File: config.mk
export PLATFORM = sky130hd
export DESIGN_NAME = merge2_leaf_sync
export DESIGN_NICKNAME = d
export VERILOG_FILES = /design/src/rtl/merge2_leaf_sync.sv
export SDC_FILE = /design/constraint.sdc
export NUM_CORES = 1
export LEC_CHECK = 0
export ABC_AREA = 1
export CAP_MARGIN = 20
export CORE_MARGIN = 8
export CORE_UTILIZATION = 50
export CTS_BUF_LIST = sky130_fd_sc_hd__clkbuf_2
export DETAILED_ROUTE_END_ITERATION = 8
export PLACE_DENSITY_LB_ADDON = 0.15
export SLEW_MARGIN = 20
export SYNTH_ARGS = -nofsm -noshare
export SYNTH_HDL_FRONTEND = slang
export SYNTH_SLANG_ARGS = --single-unit
File: constraint.sdc
create_clock -name CLK -period 1.85 [get_ports CLK]
set_clock_uncertainty 0.1 [all_clocks]
set_input_delay 0.37 -clock CLK [delete_from_list [all_inputs] [get_ports CLK]]
set_output_delay 0.37 -clock CLK [all_outputs]
set_load 0.1 [all_outputs]
File: src/rtl/merge2_leaf_sync.sv
// merge2_leaf_sync: round-robin 2-to-1 merge leaf with a source-tagged output FIFO
// Ports: CLK/RESET (async, active-high); In0_*/In1_* valid/ready input channels;
// Out_data/Out_valid/Out_ready output channel with S = source tag of the head flit.
module merge2_leaf_sync #(
    parameter int W     = 9,
    parameter int DEPTH = 2
) (
    input  logic         CLK,
    input  logic         RESET,
    input  logic [W-1:0] In0_data,
    input  logic         In0_valid,
    output logic         In0_ready,
    input  logic [W-1:0] In1_data,
    input  logic         In1_valid,
    output logic         In1_ready,
    output logic [W-1:0] Out_data,
    output logic         Out_valid,
    input  logic         Out_ready,
    output logic         S
);
    localparam int PW = DEPTH > 1 ? $clog2(DEPTH) : 1;
    localparam int CW = $clog2(DEPTH + 1);
    localparam logic [CW-1:0] FULL = CW'(DEPTH);
    localparam logic [PW-1:0] TOP  = PW'(DEPTH - 1);

    logic [W:0]    mem_q [DEPTH];
    logic [CW-1:0] count_q, count_d;
    logic [PW-1:0] rd_q, rd_d, wr_q, wr_d;
    logic          last_q, last_d;
    logic          pop, push, grant;

    assign Out_valid     = count_q != '0;
    assign {S, Out_data} = mem_q[rd_q];

    always_comb begin
        pop       = Out_valid && Out_ready;
        // In1 wins only when alone or when In0 had the previous grant.
        grant     = In1_valid && (!In0_valid || !last_q);
        // RESET gating keeps both readies low for the whole reset pulse.
        push      = !RESET && (In0_valid || In1_valid) && ((count_q != FULL) || pop);
        In0_ready = push && !grant;
        In1_ready = push && grant;
        last_d    = push ? grant : last_q;
        rd_d      = pop ? (rd_q == TOP ? '0 : rd_q + 1'b1) : rd_q;
        wr_d      = push ? (wr_q == TOP ? '0 : wr_q + 1'b1) : wr_q;
        count_d   = (push && !pop) ? count_q + 1'b1 :
                    (pop && !push) ? count_q - 1'b1 : count_q;
    end

    always_ff @(posedge CLK or posedge RESET) begin
        if (RESET) begin
            count_q <= '0;
            rd_q    <= '0;
            wr_q    <= '0;
            last_q  <= 1'b1;
            for (int i = 0; i < DEPTH; i++) mem_q[i] <= '0;
        end else begin
            count_q <= count_d;
            rd_q    <= rd_d;
            wr_q    <= wr_d;
            last_q  <= last_d;
            if (push) mem_q[wr_q] <= {grant, grant ? In1_data : In0_data};
        end
    end
endmodule
==> results.ini, run 1 <==
[logic_synthesis]
netlist_instances=185
synth_seq_area_share=0.443
ys_types=20
ys_seq_elements=25
ys.warnings.count=0
mapped_cell_area_um2=1410
syn-mean-instance-area_um2=7.64
synth_nets=209

[timing]
period_minus_slack_ps=1970
relSlewSlack=0.678
post-route-worst-setup-slack_ps=-119
hold_slack_ps=168
timing.final.crit_share=1.06
timing.final.max_slew_violations=0
final-setup-viol-count=12
timing.final.hold_violations=0
rsz_0062_raised_after_global_routing=true
fmax_mhz=508
worst_slew_pin_slew_ps=483

[grt]
via_count_of_the_first_global_routing_pass=1496
grt_first_pass_wirelength_um=6910
total_congestion_overflow_after_global_routing=0
initial_antenna_violation_count=0
grt_max_degree=26
grt_usage=0.174

[drt]
vias_per_cell=5.51
drt_iter0_drc=96
number_of_iterations_in_the_first_detailed_routing_pass=4
wl_per_cell_um=16.4
route.vias.total=1493
routed_wl_um=4460
detail_route.drc_violations=0
drt.antenna.violating_nets=0

[worst_setup_path]
worst_path_maximum_fanout=3
worst_r2r_endpoint=count_q[1]
crit_required_ps=1380
r2r_slack_ps=190
startpoint=last_q
worst-endpoint-arrival_ps=1500
reg2reg_depth=7
end_kind=output port
critPathCapture=In0_ready
regToRegStartpoint=count_q[1]
critical_path_class=flip-flop to output port
critical_path.startpoint_type=flip-flop

[die]
row_count=19
core_area_um2=2710
die_area_um2=4790
start_util=0.522
number_of_top_level_design_ports=36
die_h_um=69.2
die-width_um=69.2

[clock_network]
clock_tree_from_tritoncts=done
tritoncts_buffers=3
clock_tree.htree_level_count=1
holdBufCountCts=0
clock_sink_count=25
clock_insertion_delay_at_the_later_pin_of_the_skew_report_ps=360
cts.clk_slew.worst_paths_ps=240
clock_tree.root_cell=sky130_fd_sc_hd__clkbuf_2
cts-root-to-sink-buffers=2

[cells_and_area]
drive_gt1_frac=0.396
area_growth_pct=56.6
finalInstanceArea_um2=2210
filler_cells_inserted=174
finalNetCount=265
most-common-layout-cells=sky130_fd_sc_hd__nand2_1, sky130_fd_sc_hd__nand2_2, sky130_fd_sc_hd__nand3_1
commonest_non_fill_non_tap_cell_in_the_layout=sky130_fd_sc_hd__nand2_1
insertedDiodeCount=0

[placement]
detailed_place_hpwl_um=2890
buffers_added_on_ports=35
finalWeightedCongestion=0.878
dpl_cell_area_um2=2010

[hold_path]
hold_path.class=input port to asynchronous set/reset pin

[pwr]
leak_nw=1.11
vdd_drop_max_mv=1.96
powerDensity_nw_per_um2=2090

[status]
run_status=finished, violations left
violated_checks=setup timing

[job]
max_cap_viol_count=0

-- metal layers --
layer  wire length, µm  track usage  vias to the layer above
met2              2290        0.296                       63
met3               317       0.0386                       19
met4               140       0.0934                        0
met5                 0            0                        -
li1                  -            -                      692
met1              1710        0.196                      719
-- how the worst min path moves through the flow --
stage / from / slack [ps] / to
CTS: RESET / 180 / count_q[0]
detailed placement: mem_q[6] / 370 / mem_q[6]
finish: RESET / 170 / mem_q[8]
floorplan: RESET / 160 / count_q[0]
global placement: mem_q[1] / 360 / mem_q[1]
global route: RESET / 180 / mem_q[4]
-- through the flow --
stage	std cells	utilization	total power [mW]	setup WS (ps)	setup TNS (ps)
6_report	271	0.817	4.63	-119	-681
5_1_grt	271	0.817	4.82	-181	-1370
4_1_cts	267	0.775	4.34	-66.4	-529
3_5_place_dp	256	0.741	4.00	-200	-647
3_3_place_gp	256	0.741	3.92	-171	-428
2_1_floorplan	185	-	2.95	-2.83	-2.83
-- area by class of cell --
type,instances,area [µm²],share of cell area
inverter,7,33.8,0.0153
timing repair buffer,59,698,0.315
clock buffer,3,15.0,0.00678
tap,31,38.8,0.0175
timing repair inverter,1,7.51,0.00339
multi-input combinational,144,788,0.356
sequential,25,628,0.284
clock inverter,1,5.00,0.00226
-- timing repair --
| item | CTS | global route |
|---|---|---|
| endpoints found under the setup margin | 12 | 12 |
| setup buffers | 6 | 3 |
| resized for setup | 14 | 18 |
| pin swaps | 6 | 5 |
| gates cloned | 1 | 1 |
-- sequential cells by signal (all words and copies together), names as in the netlist --
register  cells
mem_q        20
count_q       2
last_q        1
rd_q          1
wr_q          1
-- cell usage after synthesis --
library cell               number  share of area
sky130_fd_sc_hd__nand3b_1       2          0.011
sky130_fd_sc_hd__ha_1           1         0.0088
sky130_fd_sc_hd__inv_2          1         0.0027
sky130_fd_sc_hd__clkbuf_1       2         0.0053
sky130_fd_sc_hd__dfstp_2        1          0.019
sky130_fd_sc_hd__nand3_2        1         0.0071
sky130_fd_sc_hd__buf_12         1          0.014
sky130_fd_sc_hd__buf_4          1         0.0053
sky130_fd_sc_hd__xor2_1         2          0.012
sky130_fd_sc_hd__xnor2_1        1         0.0062
sky130_fd_sc_hd__dfrtp_1       24           0.42
sky130_fd_sc_hd__o21ai_1        1         0.0035
sky130_fd_sc_hd__nor2_1         6          0.016
sky130_fd_sc_hd__nand3_1       30           0.11
sky130_fd_sc_hd__nand2_4        2          0.016
sky130_fd_sc_hd__inv_1          6          0.016
sky130_fd_sc_hd__nand2_1       87           0.23
sky130_fd_sc_hd__buf_6          5          0.040
sky130_fd_sc_hd__nand2_2        9          0.040
sky130_fd_sc_hd__nor2_4         2          0.016
-- where the power goes --
part / total, mW / switching, mW / internal (mW)
sequential: 1.04 / 0.237 / 0.801
combinational: 3.37 / 2.11 / 1.26
clock: 0.221 / 0.172 / 0.0490
-- kinds of logic after synthesis --
logic type | Yosys count | synth area share
and+or+nand+nor | 139 | 0.442
DFF | 25 | 0.443
buffers and inverters | 16 | 0.0832
xor gates and xnor gates | 3 | 0.0186
AOI/OAI and AO/OA | 1 | 0.00354
adders and majority gates | 1 | 0.00885
-- worst max-delay path, cell delays in order (launching register included) --
cell and delay, ps:
sky130_fd_sc_hd__dfstp_2 630, sky130_fd_sc_hd__nand2_4 70, sky130_fd_sc_hd__nand2_4 80, sky130_fd_sc_hd__inv_2 50, sky130_fd_sc_hd__nor2_4 120, sky130_fd_sc_hd__buf_12 190
Note: power is estimated with default switching activity, not from simulation.
==> run 2: changes to the inputs <==
--- a/config.mk
+++ b/config.mk
@@ -11,6 +11,7 @@
 export CORE_UTILIZATION = 50
 export CTS_BUF_LIST = sky130_fd_sc_hd__clkbuf_2
 export DETAILED_ROUTE_END_ITERATION = 8
+export GPL_TIMING_DRIVEN = 0
 export PLACE_DENSITY_LB_ADDON = 0.15
 export SLEW_MARGIN = 20
 export SYNTH_ARGS = -nofsm -noshare
==> run 2 against run 1 <==
  * The flow still finishes with violations (setup timing)
  * Setup slack improved by 0.74 ps
  * Routed wire length decreased by 2.8%
  * Non-clock buffer count decreased by 3
  * Die area unchanged
  * Utilization decreased by 0.60 points
  * Critical path depth increased by 1
  * Sequential share of layout area increased by 0.15 points
  * Critical path type unchanged
  * Largest cell class unchanged
==> results.ini, run 2 (synthesis results as in run 1) <==
[cells_and_area]
largest_registers_ranked_by_flip_flop_count=mem_q: 20 flops, count_q: 2 flops
most-common-layout-cells=sky130_fd_sc_hd__nand2_1, sky130_fd_sc_hd__nand3_1, sky130_fd_sc_hd__nand2_2
commonest_non_fill_non_tap_cell_in_the_layout=sky130_fd_sc_hd__nand2_1
drive_gt1_frac=0.361  ; -0.0345
insertedDiodeCount=0  ; unchanged
finalNetCount=263  ; -0.75%
largest_register=mem_q
fin_util=0.811  ; -0.00600
area_growth_pct=55.5
number_of_flip_flops_under_the_largest_register_name=20  ; unchanged

[die]
core_area_um2=2710  ; unchanged
row_count=19  ; unchanged
start_util=0.522  ; unchanged
die-width_um=69.2  ; unchanged
die_area_um2=4790  ; unchanged
number_of_top_level_design_ports=36  ; unchanged
die_h_um=69.2  ; unchanged

[hold_path]
hold_path.class=input port to asynchronous set/reset pin

[timing]
relSlewSlack=0.556  ; -0.122
worst_slew_pin_slew_ps=662  ; +179 ps
timing.final.hold_violations=0  ; unchanged
timing.final.crit_share=1.06  ; about the same
rsz_0062_raised_after_global_routing=true
period_minus_slack_ps=1970  ; -0.740 ps
final-setup-viol-count=12  ; unchanged
fmax_mhz=508  ; about the same
post-route-worst-setup-slack_ps=-118  ; +0.740 ps
timing.final.max_slew_violations=0  ; unchanged

[drt]
dr_wl_met2_um=2210  ; -3.4%
highest-signal-layer=met4
number_of_iterations_in_the_first_detailed_routing_pass=4  ; unchanged
routed_wl_um=4330  ; -2.8%
wl_per_cell_um=16.1  ; -2.1%
vias_per_cell=5.34  ; -3.1%
drt_iter0_drc=102  ; +6.3%
detail_route.drc_violations=0  ; unchanged
route.vias.total=1436  ; -3.8%
routedLengthMet1_um=1740  ; +1.3%
drt.antenna.violating_nets=0  ; unchanged
wl_met3_um=304  ; -4.1%

[worst_setup_path]
critical_path_class=flip-flop to output port
crit_required_ps=1380  ; about the same
end_kind=output port
reg2reg_depth=8  ; +1
regToRegStartpoint=count_q[0]
path_cells=buf_6 -> clkinvlp_4 -> buf_12 -> nand2_2 -> nand2_2 -> buf_12
critical_path.startpoint_type=flip-flop
r2r_slack_ps=160  ; -30 ps
worst_path_maximum_fanout=4  ; +1
worst-endpoint-arrival_ps=1500  ; about the same
worst_r2r_endpoint=count_q[1]
slowest_delay_ps=460  ; -170 ps
crit_path_top_delay_cell=sky130_fd_sc_hd__dfrtp_1

[status]
run_status=finished, violations left
violated_checks=setup timing

[clock_network]
clock_tree.root_cell=sky130_fd_sc_hd__clkbuf_2
cts.clk_slew.worst_paths_ps=250  ; about the same
clock_tree_from_tritoncts=done
holdBufCountCts=0  ; unchanged
tritoncts_buffers=3  ; unchanged
cts-root-to-sink-buffers=2  ; unchanged
clock_insertion_delay_at_the_later_pin_of_the_skew_report_ps=340  ; -20 ps
clock_sink_count=25  ; unchanged
clock_tree.htree_level_count=1  ; unchanged

[grt]
grt_first_pass_wirelength_um=7200  ; +4.2%
total_congestion_overflow_after_global_routing=0  ; unchanged
grt_usage=0.179  ; +0.00468
grt_max_degree=14  ; -46%
initial_antenna_violation_count=0  ; unchanged
via_count_of_the_first_global_routing_pass=1494  ; -0.13%

[placement]
buffers_added_on_ports=35  ; unchanged
finalWeightedCongestion=0.812  ; -7.4%
detailed_place_hpwl_um=2720  ; -5.6%
dpl_worst_slack_ps=-1220  ; -1020 ps

[pwr]
leak_nw=1.11  ; -0.53%
powerDensity_nw_per_um2=2080  ; -0.58%
vdd_drop_max_mv=1.89  ; -3.5%

[job]
max_cap_viol_count=0  ; unchanged

-- run 2: changes by cell type in the layout (fill, tap and decap cells not counted), moves of 3 or more --
cell | before | now
sky130_fd_sc_hd__buf_4 | 21 | 10
sky130_fd_sc_hd__nand2_2 | 35 | 26
sky130_fd_sc_hd__buf_6 | 0 | 8
sky130_fd_sc_hd__nand2_1 | 58 | 64
sky130_fd_sc_hd__nand2_4 | 5 | 8
-- run 2: what timing repair did --
item | CTS | global route
pin swaps | 4 | 5
setup buffers | 11 | 2
gates cloned | 2 | 0
gates resized for setup | 133 | 13
setup endpoints to repair | 34 | 13
-- run 2: final cells by class --
class	count	area (µm²)
fill	178	512
buffer	8	98.8
timing repair inverter	2	12.5
clock buffer	4	20.0
tap	31	38.8
sequential	25	627
timing repair buffer	48	579
inverter	7	33.8
multi-input combinational	144	788
-- run 2: where the power goes --
group	total, mW	internal, mW	switching, mW
clock network	0.223	0.0571	0.166
logic	3.35	1.23	2.12
registers	0.992	0.799	0.193
-- run 2: layer usage --
| layer | track usage | vias to the layer above |
|---|---|---|
| li1 | - | 690 |
| met1 | 0.199 | 678 |
| met2 | 0.311 | 58 |
| met3 | 0.0472 | 10 |
| met4 | 0.0729 | 0 |
| met5 | 0 | - |
-- run 2: per-stage QoR --
step	total power [mW]	std cells	area (µm²)	hold slack [ps]	setup TNS, ps
detailed placement	3.54	251	1870	365	-22480
global route	4.78	269	2200	169	-1680
floorplan	2.95	185	1480	162	-2.83
CTS	4.41	267	2130	154	-731
global placement	3.49	251	1870	361	-20800
finish	4.57	269	2200	172	-778
-- run 2: worst max path at each step --
stage | from | to | slack [ps] | cells after the start
floorplan | RESET | count_q[1] | -3 | 7
global placement | In0_valid | In0_ready | -1200 | 6
detailed placement | In0_valid | In0_ready | -1220 | 6
CTS | rd_q | Out_data[2] | -100 | 6
global route | rd_q | Out_data[7] | -200 | 6
finish | rd_q | Out_data[3] | -120 | 6
-- run 2: worst max-delay path: cells and delay by family (launching register included) --
family | cells | cell delay [ps]
simple gates | 2 | 110
flops | 1 | 460
buf+inv | 4 | 590
